===== src/rtl/vga_tile_renderer.sv =====
// Programmable-raster VGA timing generator with a two-stage tile renderer (3-3-2 RGB palette).
// Optional `VGA_GRID_LINES_EN draws grey grid lines on tile boundaries inside the board.
module vga_tile_renderer #(
    parameter int         H_ACTIVE  = 640,
    parameter int         H_FP      = 16,
    parameter int         H_SYNC    = 96,
    parameter int         H_BP      = 48,
    parameter int         V_ACTIVE  = 480,
    parameter int         V_FP      = 10,
    parameter int         V_SYNC    = 2,
    parameter int         V_BP      = 33,
    parameter bit         SYNC_POL  = 1'b0,
    parameter int         CLK_DIV   = 2,
    parameter int         TILE_LOG2 = 4,
    parameter int         BOARD_W   = 40,
    parameter int         BOARD_H   = 30,
    parameter int         X_OFF     = 0,
    parameter int         Y_OFF     = 0,
    parameter int         COORD_W   = 6,
    parameter int         DATA_W    = 3,
    parameter logic [7:0] BG_RGB    = 8'h00
) (
    input  logic               clk,
    input  logic               rst_n,
    input  logic [DATA_W-1:0]  board_data,
    output logic [2:0]         red,
    output logic [2:0]         green,
    output logic [1:0]         blue,
    output logic               hsync,
    output logic               vsync,
    output logic [COORD_W-1:0] x,
    output logic [COORD_W-1:0] y,
    output logic               frame_start
);

    localparam int H_TOTAL = H_ACTIVE + H_FP + H_SYNC + H_BP;
    localparam int V_TOTAL = V_ACTIVE + V_FP + V_SYNC + V_BP;
    localparam int H_W     = $clog2(H_TOTAL);
    localparam int V_W     = $clog2(V_TOTAL);
    localparam int TILE    = 1 << TILE_LOG2;

    function automatic logic [7:0] palette(input logic [DATA_W-1:0] code);
        case (32'(code))
            0:       palette = 8'h00;
            1:       palette = 8'h03;
            2:       palette = 8'hFF;
            3:       palette = 8'hFC;
            4:       palette = 8'hE0;
            5:       palette = 8'hF2;
            6:       palette = 8'h1F;
            7:       palette = 8'hF4;
            default: palette = BG_RGB;
        endcase
    endfunction

    logic [3:0]     div;
    logic           pix_tick;
    logic [H_W-1:0] h_cnt;
    logic [V_W-1:0] v_cnt;
    logic           h_last, v_last;
    logic           visible, hs_act, vs_act, in_board;
    logic [31:0]    hx, vy;
    logic           vld_p1, in_board_p1, hs_p1, vs_p1;
    logic [7:0]     rgb_p2;

    assign pix_tick = (32'(div) == CLK_DIV - 1);
    assign h_last   = (32'(h_cnt) == H_TOTAL - 1);
    assign v_last   = (32'(v_cnt) == V_TOTAL - 1);

    always_ff @(posedge clk or negedge rst_n) begin
        if (!rst_n) begin
            div   <= '0;
            h_cnt <= '0;
            v_cnt <= '0;
        end else begin
            div <= pix_tick ? 4'd0 : div + 4'd1;
            if (pix_tick) begin
                h_cnt <= h_last ? '0 : h_cnt + 1'b1;
                if (h_last)
                    v_cnt <= v_last ? '0 : v_cnt + 1'b1;
            end
        end
    end

    // Offsets below the origin wrap to huge unsigned values, so one compare bounds both sides.
    assign hx       = 32'(h_cnt) - X_OFF;
    assign vy       = 32'(v_cnt) - Y_OFF;
    assign visible  = (32'(h_cnt) < H_ACTIVE) && (32'(v_cnt) < V_ACTIVE);
    assign hs_act   = (32'(h_cnt) >= H_ACTIVE + H_FP) && (32'(h_cnt) < H_ACTIVE + H_FP + H_SYNC);
    assign vs_act   = (32'(v_cnt) >= V_ACTIVE + V_FP) && (32'(v_cnt) < V_ACTIVE + V_FP + V_SYNC);
    assign in_board = visible && (hx < BOARD_W * TILE) && (vy < BOARD_H * TILE);

`ifdef VGA_GRID_LINES_EN
    logic grid_p1;
    always_ff @(posedge clk or negedge rst_n) begin
        if (!rst_n)
            grid_p1 <= 1'b0;
        else if (pix_tick)
            grid_p1 <= ((hx & (TILE - 1)) == 0) || ((vy & (TILE - 1)) == 0);
    end
`endif

    // Stage 1: tile address out to board memory, qualifiers delayed
    always_ff @(posedge clk or negedge rst_n) begin
        if (!rst_n) begin
            x           <= '0;
            y           <= '0;
            vld_p1      <= 1'b0;
            in_board_p1 <= 1'b0;
            hs_p1       <= 1'b0;
            vs_p1       <= 1'b0;
        end else if (pix_tick) begin
            x           <= in_board ? COORD_W'(hx >> TILE_LOG2) : '0;
            y           <= in_board ? COORD_W'(vy >> TILE_LOG2) : '0;
            vld_p1      <= visible;
            in_board_p1 <= in_board;
            hs_p1       <= hs_act;
            vs_p1       <= vs_act;
        end
    end

    // Stage 2: colour lookup on returned board_data, sync realigned
    always_ff @(posedge clk or negedge rst_n) begin
        if (!rst_n) begin
            rgb_p2 <= 8'h00;
            hsync  <= ~SYNC_POL;
            vsync  <= ~SYNC_POL;
        end else if (pix_tick) begin
            if (!vld_p1)
                rgb_p2 <= 8'h00;
            else if (!in_board_p1)
                rgb_p2 <= BG_RGB;
            else
`ifdef VGA_GRID_LINES_EN
                rgb_p2 <= grid_p1 ? 8'h49 : palette(board_data);
`else
                rgb_p2 <= palette(board_data);
`endif
            hsync <= hs_p1 ? SYNC_POL : ~SYNC_POL;
            vsync <= vs_p1 ? SYNC_POL : ~SYNC_POL;
        end
    end

    always_ff @(posedge clk or negedge rst_n) begin
        if (!rst_n)
            frame_start <= 1'b0;
        else
            frame_start <= pix_tick && h_last && v_last;
    end

    assign {red, green, blue} = rgb_p2;

endmodule


===== config.mk =====
export PLATFORM = sky130hd
export DESIGN_NAME = vga_tile_renderer
export DESIGN_NICKNAME = d
export VERILOG_FILES = /design/src/rtl/vga_tile_renderer.sv
export SDC_FILE = /design/constraint.sdc
export NUM_CORES = 1
export LEC_CHECK = 0
export BUFFER_PORTS_ARGS = -buffer_cell sky130_fd_sc_hd__clkbuf_2
export CAP_MARGIN = 10
export CORE_ASPECT_RATIO = 1.5
export CORE_MARGIN = 1.5
export CORE_UTILIZATION = 45
export CTS_CLUSTER_SIZE = 8
export DETAILED_ROUTE_END_ITERATION = 10
export PLACE_DENSITY = 0.64
export SYNTH_ARGS = -nofsm -noshare
export SYNTH_HDL_FRONTEND = slang
export SYNTH_SLANG_ARGS = --single-unit

===== constraint.sdc =====
create_clock -name clk -period 3 [get_ports clk]
set_input_delay 0.15 -clock clk [delete_from_list [all_inputs] [get_ports clk]]
set_output_delay 0.15 -clock clk [all_outputs]
set_load 0.05 [all_outputs]

# After elaboration in Yosys (flattened, before gate mapping)
# Memories as Yosys holds them, arrays and structs flattened.
# Index checks and enable logic that the tools add are counted.
# word_totals
ff_bits,51
rom_bits,64
input_bits,5
output_inout_bits,23
elab_cells,43
memories,1
# memory_table
name,words,word_bits,read_ports,rd_ports_with_merged_regs,write_ports,line,text
(name not given),8,8,1,0,0,43,case (32'(code))
# op_classes
addsub,3
magnitude_cmp,6
eq_ne,3
mux,9
n_reduce_logical,8
# ops
operator,count
"10-bit by 1-bit adder with 10-bit output, second input constant",2
"10-bit equality test, second input constant",2
"10-bit < comparator, second input constant",2
"10-bit by 9-bit < comparator with 1-bit output, second input constant",2
10-bit two-way mux,2
8-bit two-way mux,2
6-bit two-way mux,2
"10-bit >= comparator, second input constant",1
"10-bit by 9-bit >= comparator with 1-bit output, second input constant",1
1-bit logical AND,7
"4-bit by 1-bit adder with 4-bit output, second input constant",1
"4-bit by 1-bit equality test with 1-bit output, second input constant",1
4-bit two-way mux,1
1-bit two-way mux,2
2-bit AND reduction,1

# Longest topological paths before layout
# logic_depth
word_depth,5
mapped_depth,6
depth_no_buf,6

# Worst setup path before layout
# No wires, ideal clock.
# synth_timing
kind,flip-flop to flip-flop
startpoint,register h_cnt[6]
endpoint,register v_cnt[5]
setup_time_ns,0.129
arrival_time_ns,1.734
required_ns,2.871
path_slack_ns,1.138
path_stages_with_launch,7
n_path_buf,2
synth_period_minus_slack_ns,1.862
cell_sequence,dfrtp_1 > buf_2 > or4b_4 > nor4_4 > buf_6 > nand2_1 > xnor2_1
# synth_via
elab_chain_len,2
# synth_rtl
item,line,text
start: declaration,58,logic [H_W-1:0] h_cnt;
start signal: assignment,78,h_cnt <= h_last ? '0 : h_cnt + 1'b1;
10-bit equality test,67,assign h_last = (32'(h_cnt) == H_TOTAL - 1);
2-bit AND reduction (no line),-,
end signal: assignment,80,v_cnt <= v_last ? '0 : v_cnt + 1'b1;
end: declaration,59,logic [V_W-1:0] v_cnt;
# Every way passes these cells.
# A chain may end at the register's enable or synchronous reset.

# Worst setup path after layout
# layout_timing
startpoint,register h_cnt[7]
endpoint,register v_cnt[8]
# Same word-level chain as after synthesis.

==> key figures <==
CTS
  • CTS HTree Levels: 2
  • Clock root cell: sky130_fd_sc_hd__clkbuf_8
  • CTS tree: done
  • Number of sinks driven by the clock tree: 48
  • Clock-pin slew on the worst setup and hold paths: 0.09 ns
  • Source-to-sink clock delay at the later pin of the worst-skew pair: 0.31 ns
  • Number of buffers created by CTS: 5
  • Clock Path Buffers: 2
  • Cts repair resizes: 0

Timing
  • Fin. max-slew vios: 0
  • Relative slew slack: 47.71%
  • Fin crit period: 2.250 ns
  • Hold violation count in the final report: 0
  • Final setup fails: 0
  • Final clock period utilization by the worst path: 75.01%
  • Clock tree skew after final layout: 0.006189 ns
  • Summed negative setup slack over all endpoints: 0 ns
  • Maximum achievable frequency: 444.4 MHz
  • RSZ-0062 raised after global routing: false
  • Worst-Margin Slew: 0.7786 ns

Global route
  • First-pass GRT wire length: 7.217 mm
  • Number of global-route vias before repair: 1565
  • Initial antenna violation count: 0
  • Congestion Overflow GR: 0
  • Total track usage: 17.81%
  • Largest net degree at the start of global routing: 32

Run status
  • Run status: finished clean

Logic synthesis
  • Flip-flop and latch count after synthesis: 48
  • Distinct cell type count of the synthesized netlist: 35
  • Main flop type after synthesis: sky130_fd_sc_hd__dfrtp_1
  • Number of synthesized flops with an enable pin: 0
  • Synth warnings: 0
  • Fraction of synthesis flops using an asynchronous set or reset pin: 100.0%
  • Mean instance size in the synthesized netlist: 10.72 µm²
  • Mapped cell area: 2241 µm²
  • Sequential-to-total area share from yosys stat: 53.71%
  • Post-Syn Instances: 209
  • Net count after synthesis: 222

Layout
  • Number of inserted filler cells in the final layout: 443
  • Area delta synth->final: 14.41%
  • Nets: 248
  • Diode insertion count for antenna repair: 0
  • Sequential cell area: 1204 µm²
  • Share of cells above drive strength 1: 18.72%
  • Total area of multi-input combinational cells: 943.4 µm²

Setup path
  • Worst Path Buf+Inv: 0
  • Signal arrival time at the worst endpoint: 2.44 ns
  • Crit path cell chain: or4b_4 > nor4_4 > nand4_1 > xnor2_1
  • Critical path startpoint category: register
  • Maximum fanout along the worst path: 15
  • Worst Path Required: 3.19 ns
  • Crit path max-delay family: simple AND/OR/NAND/NOR gates
  • Slowest cell on the critical path: sky130_fd_sc_hd__nor4_4
  • Worst path max stage delay: 0.72 ns
  • Reg-to-reg endpoint: v_cnt[8]
  • R2R Path Start: h_cnt[7]
  • Reg2reg setup slack: 0.75 ns
  • Element type at the critical path end: register
  • Cell count of the worst reg-to-reg path: 4
  • Worst Path Class, Setup: register to register

Pwr
  • Switching power: 0.2792 mW
  • Reported leakage power: 1.208 nW
  • IR drop worst, VDD: 0.0002047 V
  • Power share of the sequential group: 51.4%
  • Overall power consumption: 1.277 mW
  • Total power density per cell area: 498.0 nW/µm²
  • Power Internal: 0.9976 mW
  • Sw Ratio: 21.87%
  • Combinational Power Share: 5.6%
  • Clock network power share: 43.0%

Floorplanning
  • Die Outline Area: 5421 µm²
  • DIE HEIGHT: 89.43 µm
  • Die extent in x: 60.62 µm
  • Cell Rows: 31
  • CORE AREA: 4810 µm²
  • Number of placed I/O pins: 28
  • Initial core utilization: 46.59%

Hold path
  • Startpoint of the worst hold path: board_data[1]
  • Destination of the worst hold path: rgb_p2[2]
  • Class of the tightest hold or removal check: input pin to register
  • Worst Hold Path Cells: 3

Route
  • Total vias in the final route: 1601
  • Number of iterations in the first detailed-routing pass: 4
  • DRC viols: 0
  • Routed Wire Length: 4.264 mm
  • Routed wire per std cell: 14.17 µm
  • Post-route antenna net violation count: 0
  • Routed vias/inst: 5.319
  • Detailed Route Iter0 Violations: 52

Placement
  • Count of port buffers added during placement: 27
  • HPWL reported at the end of detailed placement: 3.007 mm
  • Placer's final routability congestion estimate: 0.8542

Run
  • Number of max-capacitance violations reported: 0
-- synth_stat cells (2+ instances only) --
cell / instances / share of area, %
sky130_fd_sc_hd__and4_1: 2 / 0.78
sky130_fd_sc_hd__xor2_1: 2 / 0.78
sky130_fd_sc_hd__nand3_1: 14 / 3.1
sky130_fd_sc_hd__ha_1: 8 / 4.5
sky130_fd_sc_hd__o31ai_1: 2 / 0.67
sky130_fd_sc_hd__nor4b_1: 4 / 1.6
sky130_fd_sc_hd__buf_4: 2 / 0.67
sky130_fd_sc_hd__mux2i_1: 3 / 1.3
sky130_fd_sc_hd__o311ai_0: 2 / 0.78
sky130_fd_sc_hd__a21oi_1: 3 / 0.67
sky130_fd_sc_hd__a21o_1: 4 / 1.3
sky130_fd_sc_hd__xnor2_1: 9 / 3.5
sky130_fd_sc_hd__o21ai_1: 2 / 0.45
sky130_fd_sc_hd__dfstp_2: 2 / 2.3
sky130_fd_sc_hd__nand4_1: 10 / 2.8
sky130_fd_sc_hd__inv_1: 8 / 1.3
sky130_fd_sc_hd__a22o_1: 13 / 5.1
sky130_fd_sc_hd__clkbuf_1: 5 / 0.84
sky130_fd_sc_hd__nand2_1: 24 / 4.0
sky130_fd_sc_hd__buf_2: 5 / 1.1
sky130_fd_sc_hd__o21ai_0: 11 / 2.5
sky130_fd_sc_hd__and2_1: 3 / 0.84
sky130_fd_sc_hd__dfrtp_1: 46 / 51
sky130_fd_sc_hd__a211oi_1: 2 / 0.67
sky130_fd_sc_hd__and3_1: 3 / 0.84
sky130_fd_sc_hd__nor2_1: 11 / 1.8
-- cells in the final DEF (no fill, tap or decap), types with 2 or more instances in the layout --
cell,count
sky130_fd_sc_hd__nor2_1,11
sky130_fd_sc_hd__buf_4,4
sky130_fd_sc_hd__nand2_1,24
sky130_fd_sc_hd__xor2_1,2
sky130_fd_sc_hd__xnor2_1,9
sky130_fd_sc_hd__o21ai_0,11
sky130_fd_sc_hd__o21ai_1,2
sky130_fd_sc_hd__and3_1,3
sky130_fd_sc_hd__mux2i_1,3
sky130_fd_sc_hd__ha_1,8
sky130_fd_sc_hd__a22o_1,13
sky130_fd_sc_hd__inv_1,8
sky130_fd_sc_hd__clkbuf_8,5
sky130_fd_sc_hd__bufinv_16,2
sky130_fd_sc_hd__clkbuf_2,27
sky130_fd_sc_hd__and2_1,3
sky130_fd_sc_hd__o311ai_0,2
sky130_fd_sc_hd__nand4_1,10
sky130_fd_sc_hd__a21oi_1,3
sky130_fd_sc_hd__dfstp_2,2
sky130_fd_sc_hd__a21o_1,4
sky130_fd_sc_hd__and4_1,2
sky130_fd_sc_hd__o31ai_1,2
sky130_fd_sc_hd__nor4b_1,3
sky130_fd_sc_hd__dfrtp_1,46
sky130_fd_sc_hd__nand3_1,14
sky130_fd_sc_hd__a211oi_1,2
-- layout make-up --
class | instances | share of cell area [%]
clock buffer | 5 | 2.684
clock inverter | 2 | 2.343
inverter | 8 | 1.171
multi-input combinational | 140 | 36.80
sequential | 48 | 46.95
tap | 66 | 3.221
timing repair buffer | 32 | 6.833
-- kinds of logic after synthesis --
logic type	count (synthesis)	share of synthesized area, %
AO/OA/AOI/OAI	42	13.18
AND/OR/NAND/NOR	75	18.03
adder cells (fa/ha/maj)	8	4.467
buffers and inverters	21	4.467
multiplexers	4	1.843
flip-flops	48	53.71
XOR/XNOR	11	4.300
-- stage by stage --
stage | util [%] | cell area [µm²] | setup slack, ns | std cells | hold WS [ns]
detailed placement | 50.42 | 2425 | 0.7573 | 293 | 0.2254
floorplan | - | 2241 | 1.138 | 209 | -0.1456
global placement | 50.42 | 2425 | 0.8100 | 293 | 0.2139
global route | 53.30 | 2564 | 0.6223 | 301 | 0.1804
CTS | 53.30 | 2564 | 0.7439 | 301 | 0.1370
finish | 53.30 | 2564 | 0.7496 | 301 | 0.1379
-- worst reg2reg max path: cells and delay by family, from the launching register on --
| family | cells | cell delay, ns |
|---|---|---|
| and+or+nand+nor | 3 | 1.51 |
| xor gates and xnor gates | 1 | 0.17 |
| DFF | 1 | 0.46 |
-- power by group through the flow --
stage          logic, mW  registers (mW)  clock network, mW
6_report          0.0715           0.656              0.549
5_1_grt           0.0787           0.658              0.589
4_1_cts           0.0734           0.657              0.558
3_5_place_dp      0.0725           0.669                  0
3_3_place_gp      0.0712           0.669                  0
2_1_floorplan     0.0224           0.693                  0
-- how the worst max path moves through the flow --
stage	from	to	slack (ns)	cells after the start
2_1_floorplan	h_cnt[6]	v_cnt[5]	1.14	6
3_3_place_gp	h_cnt[7]	v_cnt[8]	0.81	4
3_5_place_dp	h_cnt[7]	v_cnt[8]	0.76	4
4_1_cts	h_cnt[7]	v_cnt[8]	0.74	4
5_1_grt	h_cnt[7]	v_cnt[7]	0.62	4
6_report	h_cnt[7]	v_cnt[8]	0.75	4
-- metal layers --
metal  share of wire [%]  vias up  global-route usage, %
met3                 2.8        7                  4.197
met2                  49       33                  30.30
met4                 2.9        0                  9.881
li1                    -      796                      -
met5                   0        -                      0
met1                  45      765                  20.02
-- repair_timing --
item,CTS,global route
endpoints found under the setup margin,0,0
hold endpoints to repair,26,0
buffers inserted,0,0
hold buffers,1,0
-- state kept, by name, indices dropped and copies added (netlist names) --
register and flops:
h_cnt 10, v_cnt 10, rgb_p2 6, x 6, y 6, div 4, frame_start 1, hs_p1 1
hsync 1, vld_p1 1, vs_p1 1, vsync 1
(Power assumes the default switching activity.)
